File: config.mk
export PLATFORM = sky130hd
export DESIGN_NAME = regfile
export DESIGN_NICKNAME = d
export VERILOG_FILES = /design/src/rtl/regfile.sv
export SDC_FILE = /design/constraint.sdc
export NUM_CORES = 2
export LEC_CHECK = 0
export ABC_CLOCK_PERIOD_IN_PS = 37100
export CAP_MARGIN = 20
export CORE_MARGIN = 2
export CORE_UTILIZATION = 55
export DETAILED_ROUTE_END_ITERATION = 8
export PLACE_DENSITY = 0.79
export SLEW_MARGIN = 20
export SYNTH_ARGS = -nofsm -noshare
export SYNTH_HDL_FRONTEND = slang
export SYNTH_SLANG_ARGS = --single-unit
File: constraint.sdc
create_clock -name clk -period 37.1 [get_ports clk]
set_input_delay 7.42 -clock clk [delete_from_list [all_inputs] [get_ports clk]]
set_output_delay 7.42 -clock clk [all_outputs]
set_load 0.05 [all_outputs]
File: src/rtl/regfile.sv
// regfile: 2**r x n-bit register file with one synchronous write port, two
// combinational read ports, a hardwired-zero register 0, optional
// write-to-read forwarding, and a saturating count of committed writes.
module regfile #(
    parameter int n      = 32,
    parameter int r      = 5,
    parameter int bypass = 0
) (
    input  logic         clk,
    input  logic         rst,
    input  logic         we,
    input  logic [r-1:0] wa,
    input  logic [n-1:0] wd,
    input  logic [r-1:0] ra1,
    input  logic [r-1:0] ra2,
    output logic [n-1:0] rd1,
    output logic [n-1:0] rd2,
    output logic [7:0]   wcount
);

    localparam int depth = 1 << r;

    logic [n-1:0] mem_q [depth];
    logic [n-1:0] mem_d [depth];
    logic [7:0]   wcount_q;
    logic [7:0]   wcount_d;
    logic         commit;

    // Next-state for storage and write counter; writes to register 0 are dropped.
    always_comb begin
        // NOTE: every output of this block gets a default first so no latch is inferred.
        commit   = we && (wa != '0);
        mem_d    = mem_q;
        wcount_d = wcount_q;
        if (commit) begin
            mem_d[wa] = wd;
            if (wcount_q != 8'hFF) begin
                wcount_d = wcount_q + 8'd1;
            end
        end
    end

    // State register: asynchronous clear of every word and the counter.
    always_ff @(posedge clk or posedge rst) begin
        // NOTE: sequential state uses non-blocking assignments; combinational blocks use blocking.
        if (rst) begin
            // NOTE: every word is cleared on reset so reads are never X after reset.
            for (int i = 0; i < depth; i++) begin
                mem_q[i] <= '0;
            end
            wcount_q <= '0;
        end else begin
            mem_q    <= mem_d;
            wcount_q <= wcount_d;
        end
    end

    // Combinational read ports with optional forwarding of the pending write.
    always_comb begin
        rd1 = '0;
        rd2 = '0;
        if (ra1 != '0) begin
            rd1 = mem_q[ra1];
        end
        if (ra2 != '0) begin
            rd2 = mem_q[ra2];
        end
        // Forwarding is suppressed while rst is high so reset always reads as zero.
        if ((bypass != 0) && commit && !rst) begin
            if (wa == ra1) begin
                rd1 = wd;
            end
            if (wa == ra2) begin
                rd2 = wd;
            end
        end
    end

    assign wcount = wcount_q;

endmodule

==> flow_summary.toml <==
[status]
status = "finished clean"

[detailed_routing]
drt-vias-per-instance = 7.21
routed_wl_mm = 165
post_drt_wl_per_cell_um = 33.5
drcViolationCount = 0
vias = 35500
drt_iter0_drc = 4149
ant_nets = 0
drtPass1Iterations = 5

[cells_and_area]
fin_util = 0.612
fin_nets = 3600
layout-drive-gt1-share = 0.504
final_cell_mix = "mux2_2, dfrtp_1, mux4_2"
area.growth.synth_to_final_pct = 10.3
fin_cells = 4929
layout_commonest_cell = "mux2_2"

[sta]
fin_setup_tns_ns = 0
fin_crit_sh = 0.533
fin_crit_ns = 19.78
skew_ns = 0.0105
final_hold_viol_count = 0
rsz0062_at_grt = "no"
maxSlewHeadroom = 0.205
max_freq_mhz = 50.6
setup_violations = 0
worstMarginPinSlew_ns = 1.19
drv_slew = 0

[logic_synthesis]
netlist_area_um2 = 54600
netlist_instances = 3656
yosysSeqAreaShare = 0.473
syn-num-nets = 3707
syn_avg_cell_area_um2 = 14.9
ys_warn_count = 0
yosysUniqueCellTypes = 39
synth-seq-cells = 1032

[grt]
grt_pass1_wl_mm = 246
grt_max_degree = 140
gr-total-overflow = 0
antenna_found_initial = 9
grt_util_all_layers = 0.327
grt_pass1_vias = 36200

[floorplanning]
die_h_um = 319
pin_count = 122
die-area_um2 = 102000
coreArea_um2 = 98400
die_w_um = 319
rows = 115
start_util = 0.555

[hold_path]
whs_path_depth = 0
hold_class = "flip-flop to flip-flop"
min_from = "mem_q[1023]$_DFFE_PP0P_"

[power]
power_density_nw_per_um2 = 55.6
p_leak_nw = 25.7
ir_worst_vdd_mv = 0.0445

[critical_path]
criticalPathCategory = "primary input to primary output"
arrival_ns = 12.36
r2r-start = "wcount[2]$_DFFE_PP0P_"
cp.required_ns = 29.68
startpoint_type = "primary input"
r2r_cells = 4
crit_path_start = "ra1[1]"
endpoint_kind = "primary output"
crit_path_max_fanout = 47

[clock_tree]
cts_buffers = 109
ctsHtreeMaxLevel = 3
clk_path_buf_depth = 3
cts_hold_buf = 0
path_clk_slew_ns = 0.06
cts_tree = "done"
ctsRootBufferMaster = "clkbuf_16"
postCtsSetupRepairBufs = 0
clock_latency_ns = 0.71
cts_resized = 0
cts.sinks = 1032

[run]
maxCapViolCount = 0

[placement]
io_buffer_count = 121
hpwlAfterDp_mm = 93.3
place_congestion = 0.834
dp_cells = 4723
-- synth_stat cells (all sizes together) --
cell,count,area [um^2]
mux2,1057,11900
nor2,22,82.6
nand2b,2,12.5
nand4b,3,26.3
or4,2,15.0
a211oi,64,480
o31a,1,8.76
clkbuf,235,882
and2,2,12.5
ha,1,12.5
or2,4,25.0
o21ai,113,566
and4,1,8.76
a221oi,48,420
a311oi,64,561
nand2,53,199
o2111ai,16,140
nand4,4,25.0
nor3b,3,22.5
xnor2,4,35.0
nand3,5,25.0
a22oi,64,480
dfrtp,1032,25800
or3,1,6.26
mux2i,128,1280
nor4b,1,23.8
buf,194,931
and3,3,18.8
nor2b,68,425
inv,3,11.3
mux4,448,10100
xor2,3,26.3
o31ai,1,7.51
nor3,3,15.0
nand3b,3,22.5
-- registers in the layout, summed over array words and instances (netlist names) --
signal  count
mem_q    1024
wcount      8
-- final timing paths --
check / end / slack, ns
worst max-delay path: rd1[27] / 17.32
min in group asynchronous: mem_q[45]$_DFFE_PP0P_ / 7.27
worst min-delay path: mem_q[1023]$_DFFE_PP0P_ / 0.39
worst max register to register: wcount[1]$_DFFE_PP0P_ / 35.60
max in group asynchronous: mem_q[773]$_DFFE_PP0P_ / 26.66
worst min register to register: mem_q[1023]$_DFFE_PP0P_ / 0.39
-- per-layer routing --
metal	part of all wire	GRT usage	vias to the layer above	wire [um]
met5	0.00045	0	-	75
met3	0.12	0.0909	478	19100
met1	0.38	0.452	19000	63600
met2	0.45	0.488	2114	74800
met4	0.046	0.146	10	7620
li1	-	-	14000	-
-- through the flow --
step	instance area, um^2	hold slack (ns)	worst slack, ns	total power [mW]
after CTS	60200	0.397	17.40	3.35
after global routing	60200	0.409	17.15	3.47
after detailed placement	56500	0.386	17.49	2.22
after global placement	56500	0.377	17.54	2.19
final	60200	0.395	17.32	3.35
after floorplan	54600	0.441	0.637	2.03
-- critical path, cell delays in order --
cell and delay, ns:
buf_8 0.40, buf_4 0.71, buf_4 0.80, or4_2 0.53
buf_4 0.52, o21ai_0 0.22, a311oi_1 0.69, clkdlybuf4s50_1 0.97
-- layout make-up --
class	instances	area, um^2
tap	1287	1610
antenna	7	17.5
multi-input combinational	2192	27200
timing repair buffer	211	1890
fill	7122	38200
clock buffer	152	3080
inverter	3	21.3
clock inverter	45	616
sequential	1032	25800
-- logic make-up (layout without fill, tap and decap cells) --
group,Yosys count,in the layout,synth area share
xor+xnor,7,7,0.00112
compound gates,371,371,0.0488
other cells,0,7,0
buf+inv,432,411,0.0334
fa+ha+maj,1,1,0.000229
flops,1032,1032,0.473
simple gates,180,180,0.0177
mux,1633,1633,0.426
-- power breakdown --
group,internal (mW),switching (mW),leakage [nW]
clock network,0.662,0.466,1.81
logic,0.403,0.313,10.7
registers,1.34,0.161,13.3
total,2.41,0.941,25.7
Note: power is estimated with default switching activity, not from simulation.
